**config.mk**
```make
export PLATFORM = sky130hd
export DESIGN_NAME = multicycle_control
export DESIGN_NICKNAME = d
export VERILOG_FILES = /design/src/rtl/multicycle_control.sv
export SDC_FILE = /design/constraint.sdc
export NUM_CORES = 1
export LEC_CHECK = 0
export CORE_UTILIZATION = 44
export DETAILED_ROUTE_END_ITERATION = 16
export GPL_TIMING_DRIVEN = 1
export PLACE_DENSITY = 0.8
export REMOVE_ABC_BUFFERS = 1
export SYNTH_ARGS = -nofsm -noshare
export SYNTH_HDL_FRONTEND = slang
export SYNTH_SLANG_ARGS = --single-unit
```
**constraint.sdc**
```tcl
create_clock -name clock -period 1.73 [get_ports clock]
set_clock_uncertainty 0.05 [all_clocks]
set_input_delay 0.346 -clock clock [delete_from_list [all_inputs] [get_ports clock]]
set_output_delay 0.346 -clock clock [all_outputs]
set_load 0.03 [all_outputs]
```
**src/rtl/multicycle_control.sv**
```systemverilog
// multicycle_control: multicycle MIPS-subset control FSM with memory wait timeout.
// Optional feature macro: MC_BNE_EN (accepts bne, opcode 000101).
module multicycle_control #(
  parameter int ALUOP_W     = 3,
  parameter int MEM_TIMEOUT = 15,
  parameter int TIMER_W     = 4
) (
  input  logic               clock,
  input  logic               reset_n,
  input  logic [5:0]         opcode,
  input  logic               zero,
  input  logic               mem_ready,
  output logic               pc_write,
  output logic               ir_write,
  output logic               mem_read,
  output logic               mem_write,
  output logic               iord,
  output logic               reg_write,
  output logic               reg_dst,
  output logic               mem_to_reg,
  output logic               alu_src_a,
  output logic [1:0]         alu_src_b,
  output logic [1:0]         pc_source,
  output logic [1:0]         tipols,
  output logic [ALUOP_W-1:0] alu_op,
  output logic [3:0]         state_out,
  output logic               retire,
  output logic               illegal,
  output logic               mem_timeout
);

  typedef enum logic [3:0] {
    S_FETCH  = 4'd0,
    S_DECODE = 4'd1,
    S_MEMADR = 4'd2,
    S_MEMRD  = 4'd3,
    S_MEMWB  = 4'd4,
    S_MEMWR  = 4'd5,
    S_EXEC   = 4'd6,
    S_ALUWB  = 4'd7,
    S_BRANCH = 4'd8,
    S_JUMP   = 4'd9,
    S_IEXEC  = 4'd10,
    S_IWB    = 4'd11,
    S_TRAP   = 4'd12
  } state_t;

  localparam logic [ALUOP_W-1:0] ALU_ADD = ALUOP_W'(0);
  localparam logic [ALUOP_W-1:0] ALU_SUB = ALUOP_W'(1);
  localparam logic [ALUOP_W-1:0] ALU_FN  = ALUOP_W'(2);
  localparam logic [ALUOP_W-1:0] ALU_AND = ALUOP_W'(3);
  localparam logic [ALUOP_W-1:0] ALU_OR  = ALUOP_W'(4);
  localparam logic [ALUOP_W-1:0] ALU_SLT = ALUOP_W'(5);

  localparam bit TO_EN = (MEM_TIMEOUT > 0);
  localparam logic [TIMER_W-1:0] TO_LAST =
    TIMER_W'((MEM_TIMEOUT > 0) ? MEM_TIMEOUT - 1 : 0);

  state_t             state_q, state_d;
  logic [TIMER_W-1:0] wait_q, wait_d;
  logic               illegal_q, illegal_d;
  logic               mto_q, mto_d;

  logic op_r, op_load, op_store, op_mem;
  logic op_beq, op_bne, op_j;
  logic op_addi, op_andi, op_ori, op_slti, op_imm;
  logic [1:0] size;
  logic [ALUOP_W-1:0] imm_op;
  logic wait_st, to_hit;

  assign op_r     = (opcode == 6'b000000);
  assign op_load  = (opcode == 6'b100011) ||
                    (opcode == 6'b100001) ||
                    (opcode == 6'b100000);
  assign op_store = (opcode == 6'b101011) ||
                    (opcode == 6'b101001) ||
                    (opcode == 6'b101000);
  assign op_mem   = op_load || op_store;
  assign op_beq   = (opcode == 6'b000100);
`ifdef MC_BNE_EN
  assign op_bne   = (opcode == 6'b000101);
`else
  assign op_bne   = 1'b0;
`endif
  assign op_j     = (opcode == 6'b000010);
  assign op_addi  = (opcode == 6'b001000);
  assign op_andi  = (opcode == 6'b001100);
  assign op_ori   = (opcode == 6'b001101);
  assign op_slti  = (opcode == 6'b001010);
  assign op_imm   = op_addi || op_andi || op_ori || op_slti;

  // Access size from the low opcode bits: x11 word, x01 half, x00 byte.
  assign size = (opcode[1:0] == 2'b01) ? 2'b01 :
                (opcode[1:0] == 2'b00) ? 2'b10 : 2'b00;

  assign imm_op = op_andi ? ALU_AND :
                  op_ori  ? ALU_OR  :
                  op_slti ? ALU_SLT : ALU_ADD;

  assign wait_st = (state_q == S_FETCH) ||
                   (state_q == S_MEMRD) ||
                   (state_q == S_MEMWR);

  // Fires on the last tolerated not-ready cycle of a wait state.
  assign to_hit = TO_EN && wait_st && !mem_ready &&
                  (wait_q == TO_LAST);

  // Next state, sticky trap causes and wait counter.
  always_comb begin
    state_d   = state_q;
    illegal_d = illegal_q;
    mto_d     = mto_q;
    unique case (state_q)
      S_FETCH: begin
        if (mem_ready)   state_d = S_DECODE;
        else if (to_hit) state_d = S_TRAP;
      end
      S_DECODE: begin
        unique case (1'b1)
          op_r:           state_d = S_EXEC;
          op_mem:         state_d = S_MEMADR;
          op_beq, op_bne: state_d = S_BRANCH;
          op_j:           state_d = S_JUMP;
          op_imm:         state_d = S_IEXEC;
          default: begin
            state_d   = S_TRAP;
            illegal_d = 1'b1;
          end
        endcase
      end
      S_MEMADR: state_d = op_store ? S_MEMWR : S_MEMRD;
      S_MEMRD: begin
        if (mem_ready)   state_d = S_MEMWB;
        else if (to_hit) state_d = S_TRAP;
      end
      S_MEMWB: state_d = S_FETCH;
      S_MEMWR: begin
        if (mem_ready)   state_d = S_FETCH;
        else if (to_hit) state_d = S_TRAP;
      end
      S_EXEC:   state_d = S_ALUWB;
      S_ALUWB:  state_d = S_FETCH;
      S_BRANCH: state_d = S_FETCH;
      S_JUMP:   state_d = S_FETCH;
      S_IEXEC:  state_d = S_IWB;
      S_IWB:    state_d = S_FETCH;
      S_TRAP:   state_d = S_TRAP;
      default:  state_d = S_TRAP;
    endcase
    if (to_hit) mto_d = 1'b1;
    if ((state_d != state_q) || mem_ready)
      wait_d = '0;
    else if (wait_st)
      wait_d = wait_q + TIMER_W'(1);
    else
      wait_d = '0;
  end

  // Control state registers.
  always_ff @(posedge clock or negedge reset_n) begin
    if (!reset_n) begin
      state_q   <= S_FETCH;
      wait_q    <= '0;
      illegal_q <= 1'b0;
      mto_q     <= 1'b0;
    end else begin
      state_q   <= state_d;
      wait_q    <= wait_d;
      illegal_q <= illegal_d;
      mto_q     <= mto_d;
    end
  end

  // Datapath strobes decoded from the current state.
  always_comb begin
    pc_write   = 1'b0;
    ir_write   = 1'b0;
    mem_read   = 1'b0;
    mem_write  = 1'b0;
    iord       = 1'b0;
    reg_write  = 1'b0;
    reg_dst    = 1'b0;
    mem_to_reg = 1'b0;
    alu_src_a  = 1'b0;
    alu_src_b  = 2'b00;
    pc_source  = 2'b00;
    tipols     = 2'b00;
    alu_op     = ALU_ADD;
    retire     = 1'b0;
    unique case (state_q)
      S_FETCH: begin
        mem_read  = 1'b1;
        alu_src_b = 2'b01;
        pc_write  = mem_ready && reset_n;
        ir_write  = mem_ready && reset_n;
      end
      S_DECODE: alu_src_b = 2'b11;
      S_MEMADR: begin
        alu_src_a = 1'b1;
        alu_src_b = 2'b10;
        tipols    = size;
      end
      S_MEMRD: begin
        mem_read = 1'b1;
        iord     = 1'b1;
        tipols   = size;
      end
      S_MEMWB: begin
        reg_write  = 1'b1;
        mem_to_reg = 1'b1;
        retire     = 1'b1;
        tipols     = size;
      end
      S_MEMWR: begin
        mem_write = 1'b1;
        iord      = 1'b1;
        retire    = mem_ready;
        tipols    = size;
      end
      S_EXEC: begin
        alu_src_a = 1'b1;
        alu_op    = ALU_FN;
      end
      S_ALUWB: begin
        reg_write = 1'b1;
        reg_dst   = 1'b1;
        retire    = 1'b1;
      end
      S_BRANCH: begin
        alu_src_a = 1'b1;
        alu_op    = ALU_SUB;
        pc_source = 2'b01;
        pc_write  = op_bne ? !zero : zero;
        retire    = 1'b1;
      end
      S_JUMP: begin
        pc_source = 2'b10;
        pc_write  = 1'b1;
        retire    = 1'b1;
      end
      S_IEXEC: begin
        alu_src_a = 1'b1;
        alu_src_b = 2'b10;
        alu_op    = imm_op;
      end
      S_IWB: begin
        reg_write = 1'b1;
        retire    = 1'b1;
      end
      default: ;
    endcase
  end

  assign state_out   = state_q;
  assign illegal     = illegal_q;
  assign mem_timeout = mto_q;

endmodule
```
==> results of run 1 <==
[Yosys cell counts (2+ instances only)]
cell type / n / share of area
sky130_fd_sc_hd__a21oi_1: 5 / 0.027
sky130_fd_sc_hd__a31o_2: 2 / 0.019
sky130_fd_sc_hd__and3_1: 2 / 0.013
sky130_fd_sc_hd__buf_2: 6 / 0.032
sky130_fd_sc_hd__clkbuf_1: 3 / 0.012
sky130_fd_sc_hd__clkbuf_2: 2 / 0.011
sky130_fd_sc_hd__dfrtp_1: 10 / 0.27
sky130_fd_sc_hd__ha_1: 2 / 0.027
sky130_fd_sc_hd__inv_1: 4 / 0.016
sky130_fd_sc_hd__nand2_1: 8 / 0.032
sky130_fd_sc_hd__nand2b_1: 8 / 0.054
sky130_fd_sc_hd__nand3_1: 5 / 0.027
sky130_fd_sc_hd__nand4_1: 2 / 0.013
sky130_fd_sc_hd__nor2_1: 19 / 0.076
sky130_fd_sc_hd__nor2b_1: 2 / 0.013
sky130_fd_sc_hd__nor3_1: 8 / 0.043
sky130_fd_sc_hd__o21ai_0: 5 / 0.027
sky130_fd_sc_hd__o22ai_1: 2 / 0.013
sky130_fd_sc_hd__o311ai_0: 2 / 0.019
sky130_fd_sc_hd__or2_2: 3 / 0.020
sky130_fd_sc_hd__xnor2_1: 2 / 0.019
sky130_fd_sc_hd__xor2_1: 3 / 0.028
[timing repair]
| action | CTS |
|---|---|
| setup endpoints to repair | 23 |
| gates resized for setup | 57 |
| gates cloned | 0 |
| buffers inserted | 21 |
| pin swaps | 14 |
[through the flow]
stage / cell area (um2) / std cells / utilization
4_1_cts: 1763 / 223 / 0.8895
3_5_place_dp: 1390 / 200 / 0.7014
3_3_place_gp: 1390 / 200 / 0.7014
2_1_floorplan: 870.8 / 113 / -
[metal layers]
metal	overflow	GRT usage
met3	1	0.4717
met2	17	0.9486
met4	19	0.9444
met5	0	0
met1	0	0.7500
[cells by family after synthesis]
| family | share of synthesized area |
|---|---|
| multiplexers | 0.01072 |
| AO/OA/AOI/OAI | 0.2118 |
| adder cells (fa/ha/maj) | 0.02681 |
| flip-flops | 0.2681 |
| buffers and inverters | 0.08311 |
| XOR/XNOR | 0.04693 |
| AND/OR/NAND/NOR | 0.3526 |
==> summary.txt, run 1 <==
CTS buffer count: 3
post-synthesis async set-or-reset flop share: 1.000
worst endpoint left by the global-route repair_timing run: alu_op[2]
die boundary width: 48.06 um
global routing usage summed across all routing layers: 0.7537
clock tree root buffer cell: sky130_fd_sc_hd__clkbuf_4
sum of net half-perimeters after detailed placement: 2235 um
Clock Sink Count: 10
WEP type: output port
Warnings, synthesis: 0
standard-cell row count: 16
most used flip-flop cell after synthesis: sky130_fd_sc_hd__dfrtp_1
CTS H-tree depth: 1
EDFF count, synth: 0
remaining global-route overflow: 37
largest net degree at the start of global routing: 11
average size of a mapped cell: 7.467 um2
initial cell density of the core: 0.4710
total I/O pin count: 35
failing step: global routing
first error: [ERROR GRT-0232] Routing congestion too high. Check the congestion heatmap in the GUI.
total standard cell area after synthesis: 933.4 um2
die height: 48.06 um
quantity of I/O buffers inserted on ports: 34
sequential share of the synthesized area: 0.2681
count of unique library cells instantiated by Yosys: 42
Place WS: -427.1 ps
Max Root-Sink Buffers: 2
number of cells produced by synthesis: 125
status: aborted with a tool error
number of flip-flops and latches in the synthesized netlist: 10
Post-CTS Hold Buffers: 0
routability congestion estimate from global placement: 0.8155
==> run 2, diff against run 1 <==
--- a/config.mk
+++ b/config.mk
@@ -5,10 +5,11 @@
 export SDC_FILE = /design/constraint.sdc
 export NUM_CORES = 1
 export LEC_CHECK = 0
-export CORE_UTILIZATION = 44
+export CORE_AREA = 2 2 63 65
 export DETAILED_ROUTE_END_ITERATION = 16
+export DIE_AREA = 0 0 65 67
 export GPL_TIMING_DRIVEN = 1
-export PLACE_DENSITY = 0.8
+export PLACE_DENSITY_LB_ADDON = 0.15
 export REMOVE_ABC_BUFFERS = 1
 export SYNTH_ARGS = -nofsm -noshare
 export SYNTH_HDL_FRONTEND = slang
==> summary.txt, run 2 <==
routability congestion estimate from global placement: 0.7486
EDFF count, synth: 0
status: finished with violations
TritonCTS clock tree: built
most area-hungry cell type in the Yosys netlist: sky130_fd_sc_hd__dfrtp_1
most numerous cell in the Yosys netlist: sky130_fd_sc_hd__nor2_1
total area of sequential cells: 252.7 um2
number of iterations in the first detailed-routing pass: 4
RSZ-0062 raised after global routing: true
max frequency: 541.0 MHz
most used flip-flop cell after synthesis: sky130_fd_sc_hd__dfrtp_1
routed length per instance: 13.59 um
number of inserted filler cells in the final layout: 342
Placed Instances: 222
signed area change from the synthesized netlist to the final layout: 98.53%
die boundary width: 65 um
hold-critical path endpoint: illegal$_DFFE_PN0P_
Antenna Violating Nets Remaining: 0
detail-routed via count per cell: 4.837
standby leakage power: 0.8039 nW
area of all placed cells without fillers: 1853 um2
number of flip-flops and latches in the synthesized netlist: 10
global routing usage summed across all routing layers: 0.1566
commonest cells after routing, fill and taps aside: sky130_fd_sc_hd__buf_4, sky130_fd_sc_hd__buf_6, sky130_fd_sc_hd__nor2_1
critical path type: reg -> out
die area: 4355 um2
reg-to-reg endpoint: state_out[2]$_DFF_PN0_
worst-path maximum fanout: 4
final cell count without fillers: 239
total number of nets in the final design: 205
CTS buffer count: 3
overall via count from detail_route: 1156
global-route wire length before repair: 5444 um
area of the multi-input gates: 809.5 um2
critical path arrival: 1450 ps
crit path capture type: output pin
post-layout util: 0.5139
most common cell after layout, fill and taps aside: sky130_fd_sc_hd__buf_4
antenna diode count: 0
initial cell density of the core: 0.2588
R2R Path Start: state_out[3]$_DFF_PN0_
average size of a mapped cell: 7.467 um2
count of unique library cells instantiated by Yosys: 42
total I/O pin count: 35
worst hold slack: 418.5 ps
Total Routed Length: 3248 um
largest net degree at the start of global routing: 13
total count of max-transition violations in the final report: 0
standard-cell row count: 22
DR DRC count: 0
highest ir drop seen on vdd: 526.7 uV
failing checks: negative setup slack
fraction of layout cells with a size suffix above 1: 0.5707
power per unit of standard cell area: 304.1 nW/um2
core area: 3606 um2
number of cells produced by synthesis: 125
sum of net half-perimeters after detailed placement: 2258 um
remaining global-route overflow: 0
worst-skew pair later-pin latency: 230 ps
type of element launching the critical path: register
total standard cell area after synthesis: 933.4 um2
leading post-synthesis cells by instance count: sky130_fd_sc_hd__nor2_1, sky130_fd_sc_hd__dfrtp_1, sky130_fd_sc_hd__nand2_1, sky130_fd_sc_hd__nand2b_1, sky130_fd_sc_hd__nor3_1
Warnings, synthesis: 0
max-cap violation count: 0
quantity of I/O buffers inserted on ports: 34
reg-to-reg setup timing slack: 30 ps
post-place instance area: 1421 um2
final count of hold timing violations: 0
setup_tns: -608.5 ps
Clock Sink Count: 10
via count of the first global-routing pass: 1177
class of the tightest hold or removal check: reg -> reg
hold path startpoint: illegal$_DFFE_PN0P_
sequential share of the synthesized area: 0.2681
Register-to-Register Path Depth: 6
cell depth of the worst min-delay path: 1
data required time at the worst endpoint: 1330 ps
setup-violating endpoint count in the final report: 12
Max Root-Sink Buffers: 2
ranking of synthesized cells by area: sky130_fd_sc_hd__dfrtp_1, sky130_fd_sc_hd__nor2_1, sky130_fd_sc_hd__nand2b_1, sky130_fd_sc_hd__nor3_1, sky130_fd_sc_hd__buf_2
relative slew slack: 0.6656
clock slew at reported path FFs: 40 ps
post-route minimum period: 1848 ps
initial antenna violation count: 0
post-synthesis async set-or-reset flop share: 1.000
ratio of final minimum period to clock period: 1.068
die height: 67 um
clock tree root buffer cell: sky130_fd_sc_hd__clkbuf_8
Post-CTS Hold Buffers: 0
actual transition at the worst max-transition pin: 495.4 ps
worst setup margin: -118.3 ps
number of DRC markers in iteration 0: 41
proportion of netlist area held by the largest area contributor: 0.2681
CTS H-tree depth: 1
run 2: cell families (layout without fill, tap and decap cells):
logic type	Yosys count	after routing	share of synthesized area
xor+xnor	5	5	0.04693
buf+inv	16	82	0.08311
compound gates	28	28	0.2118
simple gates	63	63	0.3526
fa+ha+maj	2	2	0.02681
mux	1	1	0.01072
flops	10	10	0.2681
run 2: cell type report:
cell class	count	area share
Clock buffer	3	0.02228
Inverter	4	0.008103
Multi-Input combinational cell	99	0.4369
Sequential cell	10	0.1364
Tap cell	48	0.03241
Timing Repair Buffer	75	0.3639
run 2: worst max path at each step:
stage | end | from
floorplan | alu_op[0] | state_out[2]$_DFF_PN0_
global route | pc_write | state_out[3]$_DFF_PN0_
global placement | alu_op[0] | opcode[5]
finish | pc_write | state_out[3]$_DFF_PN0_
CTS | alu_op[0] | state_out[2]$_DFF_PN0_
detailed placement | state_out[0]$_DFF_PN0_ | opcode[2]
run 2: repair_timing:
item	4_1_cts	5_1_grt
setup endpoints to repair	23	20
resized for setup	61	25
pin swaps	15	10
buffers inserted	10	4
run 2: report_power, final:
group | leakage (nW) | switching (mW) | internal (mW)
Combinational | 0.655 | 0.0471 | 0.0464
Sequential | 0.127 | 0 | 0.235
Clock | 0.0216 | 0.0837 | 0.152
run 2: worst max-delay path: stages (launching register included):
cell and delay (ps):
sky130_fd_sc_hd__dfrtp_2 450, sky130_fd_sc_hd__nand2b_4 100, sky130_fd_sc_hd__buf_6 100, sky130_fd_sc_hd__nor3_2 30
sky130_fd_sc_hd__buf_4 140, sky130_fd_sc_hd__a211o_1 260, sky130_fd_sc_hd__buf_6 140
run 2: per-stage QoR:
step | setup slack [ps] | power, mW
global placement | -312.1 | 0.3291
global route | -189.4 | 0.5896
finish | -118.3 | 0.5635
floorplan | -924.3 | 0.2612
CTS | -139.8 | 0.5693
detailed placement | -327.3 | 0.3301
run 2: layer usage:
metal,share of wire,track usage,vias to the layer above
met2,0.49,0.2758,29
li1,-,-,582
met5,0,0,-
met1,0.46,0.2105,543
met4,0.0058,0.01330,0
met3,0.040,0.02196,2
(Power assumes the default switching activity.)
